<file path="src/rtl/sound_frame_sequencer_pkg.sv">
// +--------------------------------------------------------------------------+
// | sound_pkg : shared constants and types for the sound frame sequencer      |
// | Revision  : 1.0                                                           |
// +--------------------------------------------------------------------------+
`default_nettype none

package sound_pkg;

  localparam logic [2:0] SEQ_STEP_0 = 3'd0;
  localparam logic [2:0] SEQ_STEP_1 = 3'd1;
  localparam logic [2:0] SEQ_STEP_2 = 3'd2;
  localparam logic [2:0] SEQ_STEP_3 = 3'd3;
  localparam logic [2:0] SEQ_STEP_4 = 3'd4;
  localparam logic [2:0] SEQ_STEP_5 = 3'd5;
  localparam logic [2:0] SEQ_STEP_6 = 3'd6;
  localparam logic [2:0] SEQ_STEP_7 = 3'd7;

  localparam int LEN_MAX_TONE = 64;
  localparam int LEN_MAX_WAVE = 256;

  localparam int CH1 = 0;
  localparam int CH2 = 1;
  localparam int CH3 = 2;
  localparam int CH4 = 3;

  localparam logic [15:0] NR10 = 16'hFF10;
  localparam logic [15:0] NR11 = 16'hFF11;
  localparam logic [15:0] NR12 = 16'hFF12;
  localparam logic [15:0] NR13 = 16'hFF13;
  localparam logic [15:0] NR14 = 16'hFF14;
  localparam logic [15:0] NR21 = 16'hFF16;
  localparam logic [15:0] NR22 = 16'hFF17;
  localparam logic [15:0] NR23 = 16'hFF18;
  localparam logic [15:0] NR24 = 16'hFF19;
  localparam logic [15:0] NR30 = 16'hFF1A;
  localparam logic [15:0] NR31 = 16'hFF1B;
  localparam logic [15:0] NR32 = 16'hFF1C;
  localparam logic [15:0] NR33 = 16'hFF1D;
  localparam logic [15:0] NR34 = 16'hFF1E;
  localparam logic [15:0] NR41 = 16'hFF20;
  localparam logic [15:0] NR42 = 16'hFF21;
  localparam logic [15:0] NR43 = 16'hFF22;
  localparam logic [15:0] NR44 = 16'hFF23;
  localparam logic [15:0] NR50 = 16'hFF24;
  localparam logic [15:0] NR51 = 16'hFF25;
  localparam logic [15:0] NR52 = 16'hFF26;

  typedef struct packed {
    logic length;
    logic sweep;
    logic envelope;
  } strobe_t;

  // Strobes issued when the given step executes.
  function automatic strobe_t step_strobes(input logic [2:0] s);
    strobe_t r;
    r = '0;
    case (s)
      SEQ_STEP_0, SEQ_STEP_4: r.length = 1'b1;
      SEQ_STEP_2, SEQ_STEP_6: begin
        r.length = 1'b1;
        r.sweep  = 1'b1;
      end
      SEQ_STEP_7: r.envelope = 1'b1;
      default: r = '0;
    endcase
    return r;
  endfunction

endpackage

`default_nettype wire

</file>
<file path="src/rtl/sound_frame_sequencer_if.sv">
// +--------------------------------------------------------------------------+
// | sound_frame_sequencer_if : register-file <-> sequencer signal bundle      |
// | Revision : 1.0                                                            |
// +--------------------------------------------------------------------------+
`default_nettype none

interface sound_frame_sequencer_if;
  logic       master_enable;
  logic [3:0] trigger;
  logic [3:0] length_en;
  logic [3:0] length_wr;
  logic [7:0] length_data;
  logic       length_tick;
  logic       sweep_tick;
  logic       envelope_tick;
  logic [2:0] step;
  logic [3:0] ch_on;

  modport master (
    output master_enable, trigger, length_en, length_wr, length_data,
    input  length_tick, sweep_tick, envelope_tick, step, ch_on
  );

  modport slave (
    input  master_enable, trigger, length_en, length_wr, length_data,
    output length_tick, sweep_tick, envelope_tick, step, ch_on
  );
endinterface

`default_nettype wire

</file>
<file path="src/rtl/sound_length_counter.sv">
// +--------------------------------------------------------------------------+
// | sound_length_counter : per-channel length counter and channel-on flag     |
// | Revision : 1.0                                                            |
// +--------------------------------------------------------------------------+
`default_nettype none

module sound_length_counter
  import sound_pkg::*;
#(
  parameter int MAX = LEN_MAX_TONE
) (
  input  wire logic       clock,
  input  wire logic       reset,
  input  wire logic       master_enable,
  input  wire logic       wr,
  input  wire logic [7:0] data,
  input  wire logic       trigger,
  input  wire logic       tick,
  input  wire logic       en,
  output logic            on
);

  localparam logic [8:0] MAX_V     = 9'(MAX);
  localparam logic [8:0] DATA_MASK = 9'(MAX - 1);

  logic [8:0] count;
  logic [8:0] written;

  // A write in the same cycle as a trigger is applied first so the trigger sees it.
  always_comb begin
    written = count;
    if (wr) begin
      written = MAX_V - ({1'b0, data} & DATA_MASK);
    end
  end

  always_ff @(posedge clock) begin
    if (reset || !master_enable) begin
      count <= '0;
      on    <= 1'b0;
    end else if (trigger) begin
      on    <= 1'b1;
      count <= (written == 9'd0) ? MAX_V : written;
    end else if (wr) begin
      count <= written;
    end else if (tick && en && (count != 9'd0)) begin
      count <= count - 9'd1;
      if (count == 9'd1) begin
        on <= 1'b0;
      end
    end
  end

endmodule

`default_nettype wire

</file>
<file path="src/rtl/sound_frame_sequencer.sv">
// +--------------------------------------------------------------------------+
// | sound_frame_sequencer : 512 Hz frame sequencer, strobes, length counters  |
// | Build option: SOUND_SEQ_FASTSIM_EN forces the step divider to 16.         |
// | Revision : 1.0                                                            |
// +--------------------------------------------------------------------------+
`default_nettype none

module sound_frame_sequencer
  import sound_pkg::*;
#(
  parameter int CLK_DIV = 8192
) (
  input  wire logic             clock,
  input  wire logic             reset,
  sound_frame_sequencer_if.slave bus
);

`ifdef SOUND_SEQ_FASTSIM_EN
  localparam int DIV = 16;
`else
  localparam int DIV = CLK_DIV;
`endif
  localparam int              DIV_W = (DIV > 1) ? $clog2(DIV) : 1;
  localparam logic [DIV_W-1:0] LAST = DIV_W'(DIV - 1);

  logic [DIV_W-1:0] div_cnt;
  logic [2:0]       step_r;
  strobe_t          strobes;
  logic [3:0]       ch_on;

  // Each step executes on the divider wrap; strobes last exactly one cycle.
  always_ff @(posedge clock) begin
    if (reset || !bus.master_enable) begin
      div_cnt <= '0;
      step_r  <= SEQ_STEP_0;
      strobes <= '0;
    end else if (div_cnt == LAST) begin
      div_cnt <= '0;
      step_r  <= step_r + 3'd1;
      strobes <= step_strobes(step_r);
    end else begin
      div_cnt <= div_cnt + DIV_W'(1);
      strobes <= '0;
    end
  end

  for (genvar i = 0; i < 4; i++) begin : g_len
    sound_length_counter #(
      .MAX((i == CH3) ? LEN_MAX_WAVE : LEN_MAX_TONE)
    ) u_len (
      .clock         (clock),
      .reset         (reset),
      .master_enable (bus.master_enable),
      .wr            (bus.length_wr[i]),
      .data          (bus.length_data),
      .trigger       (bus.trigger[i]),
      .tick          (strobes.length),
      .en            (bus.length_en[i]),
      .on            (ch_on[i])
    );
  end

  assign bus.length_tick   = strobes.length;
  assign bus.sweep_tick    = strobes.sweep;
  assign bus.envelope_tick = strobes.envelope;
  assign bus.step          = step_r;
  assign bus.ch_on         = ch_on;

endmodule

`default_nettype wire

</file>
<file path="src/flat_wrapper.sv">
// flat-port wrapper written by rule: the top's interface ports become plain ports
module sound_frame_sequencer_flat import sound_pkg::*;
#(
  parameter int CLK_DIV = 8192
)
  (clock, reset, bus_master_enable, bus_trigger, bus_length_en, bus_length_wr, bus_length_data, bus_length_tick, bus_sweep_tick, bus_envelope_tick, bus_step, bus_ch_on);
  sound_frame_sequencer_if bus_i ();
  input  wire logic clock;
  input  wire logic reset;
  input wire logic [$bits(bus_i.master_enable)-1:0] bus_master_enable;
  input wire logic [$bits(bus_i.trigger)-1:0] bus_trigger;
  input wire logic [$bits(bus_i.length_en)-1:0] bus_length_en;
  input wire logic [$bits(bus_i.length_wr)-1:0] bus_length_wr;
  input wire logic [$bits(bus_i.length_data)-1:0] bus_length_data;
  output wire logic [$bits(bus_i.length_tick)-1:0] bus_length_tick;
  output wire logic [$bits(bus_i.sweep_tick)-1:0] bus_sweep_tick;
  output wire logic [$bits(bus_i.envelope_tick)-1:0] bus_envelope_tick;
  output wire logic [$bits(bus_i.step)-1:0] bus_step;
  output wire logic [$bits(bus_i.ch_on)-1:0] bus_ch_on;
  assign bus_i.master_enable = bus_master_enable;
  assign bus_i.trigger = bus_trigger;
  assign bus_i.length_en = bus_length_en;
  assign bus_i.length_wr = bus_length_wr;
  assign bus_i.length_data = bus_length_data;
  assign bus_length_tick = bus_i.length_tick;
  assign bus_sweep_tick = bus_i.sweep_tick;
  assign bus_envelope_tick = bus_i.envelope_tick;
  assign bus_step = bus_i.step;
  assign bus_ch_on = bus_i.ch_on;
  sound_frame_sequencer #(.CLK_DIV(CLK_DIV)) u_core (.clock(clock), .reset(reset), .bus(bus_i));
endmodule
</file>
<file path="config.mk">
export PLATFORM = sky130hd
export DESIGN_NAME = sound_frame_sequencer_flat
export DESIGN_NICKNAME = d
export VERILOG_FILES = /design/src/rtl/sound_frame_sequencer_pkg.sv /design/src/rtl/sound_frame_sequencer_if.sv /design/src/rtl/sound_length_counter.sv /design/src/rtl/sound_frame_sequencer.sv /design/src/flat_wrapper.sv
export SDC_FILE = /design/constraint.sdc
export NUM_CORES = 1
export LEC_CHECK = 0
export CAP_MARGIN = 10
export CORE_ASPECT_RATIO = 0.7
export CORE_MARGIN = 4
export CORE_UTILIZATION = 60
export DETAILED_ROUTE_END_ITERATION = 10
export PLACE_DENSITY = 0.83
export SYNTH_ARGS = -nofsm -noshare
export SYNTH_HDL_FRONTEND = slang
export SYNTH_SLANG_ARGS = --single-unit
</file>
<file path="constraint.sdc">
create_clock -name clock -period 5.95 [get_ports clock]
set_clock_uncertainty 0.2 [all_clocks]
set_input_delay 1.19 -clock clock [delete_from_list [all_inputs] [get_ports clock]]
set_output_delay 1.19 -clock clock [all_outputs]
set_load 0.03 [all_outputs]
</file>
==> results.toml <==
[global_routing]
met3_usage_pct = 6.208
grt.total_usage_pct = 25.05
grt_pass1_wl_um = 14550
overflow = 0
gr-max-usage-layer = "met2"
grt_antenna_before_repair = 0
met2_usage_pct = 38.11
grt_max_degree = 38
met1_usage_pct = 35.14
grt_pass1_vias = 3024

[critical_path]
ff2ff_path_depth = 7
ff2ff_setup_slack_ps = 3460
crit_required_ps = 5990
cp_max_fo = 7
crit_path_end_kind = "flop"
critPathLaunchType = "primary input"
worstSetupPathType = "in2reg"
arrival_ps = 3810
r2r_end = "u_core.g_len[1].u_len.count[4]"
r2r-start = "u_core.g_len[1].u_len.count[0]"

[timing]
max-slew-margin-rel_pct = 29.18
fin_crit_sh_pct = 63.31
tns_ps = 0
setup_viol = 0
tightest_slew_ps = 1055
finalHoldViolCount = 0
rsz0062_at_grt = "false"
fmax_mhz = 265.5
slew_violations = 0
fin_crit_ps = 3767

[die]
start_util_pct = 62.20
ios = 33
dieHeight_um = 72.63
dieArea_um2 = 7286
die_x_um = 100.3
core_region_area_um2 = 5756
rows = 23

[synthesis]
yosys_register_bits = 59
ys_warn_count = 0
syn_nets = 483
synth_top_cell_by_area = "dfxtp_1"
synthArstFlopShare_pct = 0
yosysSeqAreaShare_pct = 33.00
synth_area_leaders = "dfxtp_1 33%, nor2_1 5.2%, ha_1 4.9%, xnor2_1 4.6%, a21oi_1 3.9%"
synth_area_um2 = 3580
synth.distinct_cells = 63
synth.avg_cell_area_um2 = 8.026
syn_inst = 446
synth_edf_count = 0
yosysTopAreaCellShare_pct = 33.00
ys.flop_type = "dfxtp_1"

[pwr]
power.switching_mw = 0.2504
p_leak_nw = 1.524
internal_power_mw = 0.6735
switching_share_pct = 27.11
comb_power_share_pct = 16.0
power_mw = 0.9239
pwr-share-seq_pct = 45.6
max-vdd-ir-drop_uv = 142.0
p_per_area_nw_per_um2 = 226.4
clkPwrFrac_pct = 38.5

[clock_tree]
clkSlewWorstSetupHoldPaths_ps = 60
cts-root-buf = "clkbuf_8"
cts_hold_buf = 0
cts_setup_buffers = 0
clk_path_buf_depth = 2
cts-resized-gates = 0
tritoncts = "done"
clk_latency_ps = 340
htreeDepth = 3
cts.sinks = 59
cts_buffers = 9

[place]
place_congestion = 0.8550
place_inst = 529
dp_hpwl_um = 6199
port_buffers = 32
dpl-instance-area_um2 = 3894

[routing]
route.detailed.drc = 0
postRouteAntennaNets = 0
vias = 3450
drt_pass1_iterations = 5
vias_per_cell = 6.330
post_drt_wl_per_cell_um = 16.18
wl_um = 8819
drt-initial-drc-count = 254

[cells_and_area]
fill_cells = 469
post-route-util_pct = 70.91
area_growth_pct = 14.02
multiInputGateArea_um2 = 2186
fin_cells = 545
final_cell_mix = "59 x dfxtp_1, 50 x nor2_1, 33 x nand2_1"
drive_gt1_share_pct = 4.894
seqCellArea_um2 = 1181
n_antenna_cell = 0
layout_commonest_cell = "dfxtp_1"
layout.nets = 502
design_area_um2 = 4081

[flow_run]
cap_violations = 0

[worst_hold_path]
whs_path_depth = 1
hold_end = "u_core.div_cnt[0]"
hold_start = "u_core.div_cnt[0]"
hold_class = "reg2reg"

[outcome]
status = "complete, no violations"
[cells in the mapped netlist (4+ instances only)]
cell	n
o31ai_1	4
ha_1	14
xor2_1	13
nand2b_1	4
a211oi_1	15
and3_1	4
inv_1	26
dfxtp_1	59
and2_1	5
buf_4	4
o21ai_0	15
nor4_1	12
a21oi_1	28
nor2_1	50
xnor2_1	19
mux2i_1	4
nor4b_1	5
nor3_1	17
clkbuf_1	17
nand4_1	5
or4_1	7
nand2_1	33
or3_1	7
nand3_1	13
[metrics by stage]
stage	hold slack [ps]	setup WS [ps]
detailed placement	254.3	1867
global placement	242.3	2029
floorplan	226.2	2691
global route	293.8	2062
finish	263.8	2183
CTS	269.8	2207
[registers in the layout, indices dropped and copies added (netlist names)]
signal                    count
u_core.bus.envelope_tick      1
u_core.bus.length_tick        1
u_core.bus.step               3
u_core.bus.sweep_tick         1
u_core.div_cnt               13
u_core.g_len.u_len.count     36
u_core.g_len.u_len.on         4
[cells by family after synthesis]
logic type / count (synthesis) / share of synthesized area, %
mux: 4 / 1.119
compound gates: 107 / 21.29
fa+ha+maj: 14 / 4.893
simple gates: 178 / 25.93
flops: 59 / 33.00
buf+inv: 52 / 5.942
xor+xnor: 32 / 7.829
[worst max-delay path, cell delays in order]
cell,delay (ps)
clkdlybuf4s50_1,560
inv_1,180
ha_1,300
or4b_1,530
or2_1,330
xnor2_1,180
a22o_1,250
a221oi_1,280
[power by group through the flow]
stage / Combinational (mW) / Clock, mW / Sequential, mW
finish: 0.147 / 0.355 / 0.421
global route: 0.162 / 0.381 / 0.423
CTS: 0.145 / 0.364 / 0.421
detailed placement: 0.143 / 0 / 0.429
global placement: 0.140 / 0 / 0.429
floorplan: 0.104 / 0 / 0.425
[worst max path at each step]
stage / startpoint / to
floorplan: bus_length_data[0] / u_core.g_len[2].u_len.count[6]
CTS: bus_length_data[0] / u_core.g_len[2].u_len.count[6]
detailed placement: bus_length_data[0] / u_core.g_len[2].u_len.count[6]
global route: bus_length_data[0] / u_core.g_len[2].u_len.count[6]
global placement: bus_length_data[0] / u_core.g_len[2].u_len.count[6]
finish: bus_length_data[0] / u_core.g_len[2].u_len.count[6]
[routing by layer]
metal	vias to the layer above	routed length (um)
met2	153	3821
met1	1608	4128
met3	17	700
li1	1672	-
met4	0	168
met5	-	0
[final cells by class]
| type | count | area share [%] |
|---|---|---|
| clock buffer | 14 | 3.740 |
| clock inverter | 2 | 0.8584 |
| inverter | 26 | 2.391 |
| multi-input combinational | 335 | 53.56 |
| sequential | 59 | 28.94 |
| tap | 75 | 2.299 |
| timing repair buffer | 34 | 8.216 |
No activity file was read; power rests on OpenSTA's default activity.
